--- src/rtl/bnn_param_loader.sv ---
// rtl/bnn_param_loader.sv - serial weight/threshold loader with atomic commit to the active BNN bank
module bnn_param_loader #(
  parameter  int N_IN       = 8,
  parameter  int N_NEURON   = 4,
  parameter  int TH_W       = 4,
  localparam int PARAM_BITS = N_NEURON * (N_IN + TH_W),
  localparam int CNT_W      = $clog2(PARAM_BITS + 1)
) (
  input  logic                  clk,
  input  logic                  rst,
  input  logic                  setup,
  input  logic                  param_in,
  output logic [PARAM_BITS-1:0] param_bits,
  output logic                  params_valid,
  output logic                  busy,
  output logic                  load_err,
  output logic [CNT_W-1:0]      bit_count
);

  typedef enum logic [1:0] {IDLE, LOAD, DONE, ERR} state_t;

  localparam logic [CNT_W-1:0] FULL = CNT_W'(PARAM_BITS);

  state_t                  state, state_n;
  logic [PARAM_BITS-1:0]   shadow, shadow_n, bank_n;
  logic [CNT_W-1:0]        cnt_n;
  logic                    valid_n, err_n, setup_q;

  always_ff @(posedge clk) begin
    if (rst) begin
      state        <= IDLE;
      shadow       <= '0;
      param_bits   <= '0;
      bit_count    <= '0;
      params_valid <= 1'b0;
      busy         <= 1'b0;
      load_err     <= 1'b0;
      setup_q      <= 1'b0;
    end else begin
      state        <= state_n;
      shadow       <= shadow_n;
      param_bits   <= bank_n;
      bit_count    <= cnt_n;
      params_valid <= valid_n;
      busy         <= (state_n == LOAD);
      load_err     <= err_n;
      setup_q      <= setup;
    end
  end

  always_comb begin
    state_n  = state;
    shadow_n = shadow;
    bank_n   = param_bits;
    cnt_n    = bit_count;
    valid_n  = params_valid;
    err_n    = load_err;
    case (state)
      LOAD: begin
        if (setup) begin
          if (bit_count == FULL) begin
            state_n = ERR;
            err_n   = 1'b1;
          end else begin
            shadow_n = {shadow[PARAM_BITS-2:0], param_in};
            cnt_n    = bit_count + 1'b1;
          end
        end else if (bit_count == FULL) begin
          state_n = DONE;
          bank_n  = shadow;
          valid_n = 1'b1;
        end else begin
          state_n = ERR;
          err_n   = 1'b1;
        end
      end
      // An overflowed frame keeps setup high; wait for a low cycle before re-arming.
      IDLE, DONE, ERR: begin
        if (setup && (state != ERR || !setup_q)) begin
          state_n  = LOAD;
          shadow_n = {shadow[PARAM_BITS-2:0], param_in};
          cnt_n    = CNT_W'(1);
          err_n    = 1'b0;
        end
      end
      default: state_n = IDLE;
    endcase
  end

endmodule

--- config.mk ---
export PLATFORM = sky130hd
export DESIGN_NAME = bnn_param_loader
export DESIGN_NICKNAME = d
export VERILOG_FILES = /design/src/rtl/bnn_param_loader.sv
export SDC_FILE = /design/constraint.sdc
export NUM_CORES = 1
export LEC_CHECK = 0
export ABC_CLOCK_PERIOD_IN_PS = 1490
export BUFFER_PORTS_ARGS = -buffer_cell sky130_fd_sc_hd__buf_2
export CORE_UTILIZATION = 40
export DETAILED_ROUTE_END_ITERATION = 6
export GPL_TIMING_DRIVEN = 0
export MAX_ROUTING_LAYER = met4
export SYNTH_ARGS = -nofsm -noshare
export SYNTH_HDL_FRONTEND = slang
export SYNTH_SLANG_ARGS = --single-unit
--- constraint.sdc ---
create_clock -name clk -period 1.49 [get_ports clk]
set_clock_uncertainty 0.05 [all_clocks]
set_input_delay 0.149 -clock clk [delete_from_list [all_inputs] [get_ports clk]]
set_output_delay 0.149 -clock clk [all_outputs]
set_load 0.02 [all_outputs]
==> impl_metrics.ini <==
[logic_synthesis]
synth_cells = 440
postSynthAreaPerCell_um2 = 9.28
netlist_area_mm2 = 0.00408
yosys.area.top_type_share = 0.529
synth-seq-cells = 108
synth_fa_ha_area_frac = 0.00613
synth-edff-count = 0
ys_top_cells_by_count = dfxtp_1, nand2_1, a21oi_1
muxShareOfSynthArea = 0.115
synthSimpleGateAreaFrac = 0.217
synth-seq-area-share = 0.529
syn-num-nets = 446
synth_top_family_by_area = simple AND/OR/NAND/NOR gates
ys_types = 35
synth-main-ff-cell = dfxtp_1
yosysMostFrequentCell = dfxtp_1
synth-xor-area-share = 0.00214
async_flop_share = 0
synth_compound_area_frac = 0.0858
yosys_warnings = 0
synth_largest_area_cell = dfxtp_1
synth_area_leaders = dfxtp_1, mux2i_1, nand2_1, nand2b_1, a21oi_1

[placement]
port_buffers = 59
dp_cells = 632
pre_cts_ws_ns = -0.463
gp_congestion = 0.820
dp_hpwl_um = 5830

[sta]
layout_min_cycle_time_ns = 1.72
finalSetupViolCount = 97
slew_violations = 0
relSlewSlack = 0.501
worst_pin_slew_ns = 0.748
max_freq_mhz = 581
finalSetupTns_ns = -14.66
hold_viol_final = 0
rsz0062_at_grt = true
post-route-period-util = 1.15
fin_ws_ns = -0.230

[clocking]
path_clk_slew_ns = 0.12
htreeDepth = 3
clk_latency_ns = 0.37
cts.path.max_buffers = 2
cts_buffers = 9
clock-sinks = 108
hold_buffers = 0
cts_tree = done
cts-root-buf = clkbuf_8

[pwr]
vdd_drop_max_mv = 0.517
power.leakage_nw = 2.46
swShare = 0.261
power_frac_clock = 0.360
p_comb_frac = 0.067
power_frac_seq = 0.572
powerDensity_mw_per_mm2 = 838
p_sw_mw = 1.32
p_int_mw = 3.76

[run_status]
violations = negative setup slack
status = finished with violations

[detailed_routing]
ant_nets = 0
wl_um = 9630
firstDrtPassIters = 4
vias = 3332
viasPerCell = 4.91
drtIter0Drc = 110
drc_errors = 0
wl_per_cell_um = 14.2

[setup_path]
worstPathCellList = inv_4 > ha_4 > and4bb_2 > nand3_2 > and2_4 > clkbuf_16 > buf_6 > o32ai_2
worst_ep_arrival_time_ns = 1.96
cp-end-kind = flop
crit_end = bit_count[1]
path_delay_family = simple AND/OR/NAND/NOR gates
r2r_setup_slack_ns = -0.23
cpMaxStageDelayCell = dfxtp_4
critPathLaunch = bit_count[0]
worst-path-max-fanout = 4
path_class = flop to flop
r2r_end = bit_count[1]
crit_buf_inv = 3
reg2reg_from = bit_count[0]
r2r_cells = 8
cp.depth = 8
cpPeakStageDelay_ns = 0.37
critical_path_required_ns = 1.73
crit_path_start_kind = flop

[die]
die_x_um = 103
dieHeight_um = 103
start_util = 0.416
io_pins = 61
fp-row-count = 36
core_area_mm2 = 0.00982
die-area_mm2 = 0.0106

[finish]
nets = 547
drive_gt1_frac = 0.496
area_delta_synth_final_pct = 48.6
instances_no_fill = 679
antenna_cells = 0
nFillCells = 870

[grt]
grt_pass1_vias = 3081
grt_pass1_wl_um = 14600
antenna_found_initial = 0
grt.overflow.total = 0
track_usage = 0.184
grt_max_degree = 23

[run]
cap_violations = 0

[min_path]
min_path_type = input pin to flop
==> area by class of cell <==
type / count / area, um2 / share of cell area
well taps: 133 / 166 / 0.0274
clock buffers: 9 / 124 / 0.0204
clock inverters: 7 / 81.3 / 0.0134
repair buffers: 91 / 795 / 0.131
flip-flops and latches: 108 / 2180 / 0.359
inverters: 4 / 20.0 / 0.00330
multi-input cells: 298 / 2400 / 0.396
plain buffers: 29 / 303 / 0.0499
==> flip-flops by register name (all words and copies together), names as in the netlist <==
name	cells
state	2
busy	1
params_valid	1
setup_q	1
param_bits	48
bit_count	6
load_err	1
shadow	48
==> worst min-delay path, delay by kind of cell <==
| family | cells | cell delay [ns] |
|---|---|---|
| AOI/OAI and AO/OA | 1 | 0.04 |
| buffers and inverters | 1 | 0.17 |
| and+or+nand+nor | 1 | 0.07 |
==> repair_timing <==
| item | in CTS | in global routing |
|---|---|---|
| cloned | 7 | 7 |
| pin swaps | 32 | 86 |
| setup buffers | 13 | 6 |
| resized for setup | 65 | 180 |
| endpoints found under the setup margin | 96 | 104 |
==> worst min-delay path by stage <==
stage | from | to | slack [ns] | depth (start not counted)
2_1_floorplan | setup | state[0] | 0.22 | 2
3_3_place_gp | param_bits[35] | param_bits[35] | 0.39 | 2
3_5_place_dp | param_bits[38] | param_bits[38] | 0.39 | 2
4_1_cts | param_in | shadow[0] | 0.03 | 3
5_1_grt | param_in | shadow[0] | 0.05 | 3
6_report | setup | state[0] | 0.04 | 3
==> layer usage <==
metal,vias to the layer above,GRT usage,routed length [um]
li1,1679,-,-
met1,1590,0.235,4460
met2,52,0.296,4820
met3,11,0.0251,251
met4,0,0.0650,109
met5,-,-,0
==> cells in the final DEF (no fill, tap or decap), types with 6 or more instances in the layout <==
cell type	instances
buf_6	13
clkbuf_1	10
buf_8	11
dfxtp_1	102
nand2b_1	50
clkbuf_16	7
clkbuf_8	9
buf_12	6
mux2i_1	46
buf_4	8
nand2_1	25
buf_2	60
a21oi_2	48
a21oi_1	6
nand2_4	45
nand2_2	33
==> power by group through the flow <==
stage	logic, mW	registers [mW]	clock network, mW
floorplan	0.171	2.98	0
global placement	0.227	2.98	0
detailed placement	0.229	2.98	0
CTS	0.293	2.91	1.88
global route	0.367	2.91	1.99
finish	0.343	2.91	1.83
==> stage by stage <==
stage | cell area [um2] | power, mW | util | hold WS (ns)
floorplan | 4160 | 3.15 | - | 0.216
global placement | 4620 | 3.20 | 0.471 | 0.388
detailed placement | 4620 | 3.21 | 0.471 | 0.390
CTS | 5280 | 5.08 | 0.538 | 0.0264
global route | 6070 | 5.27 | 0.618 | 0.0523
finish | 6070 | 5.09 | 0.618 | 0.0361
==> cell families (layout without fill, tap and decap cells) <==
logic type,Yosys count,in the layout
flip-flops,108,108
AO/OA/AOI/OAI,66,66
AND/OR/NAND/NOR,182,182
buffers and inverters,34,140
adder cells (fa/ha/maj),2,2
XOR/XNOR,1,1
multiplexers,47,47
Note: power is estimated with default switching activity, not from simulation.
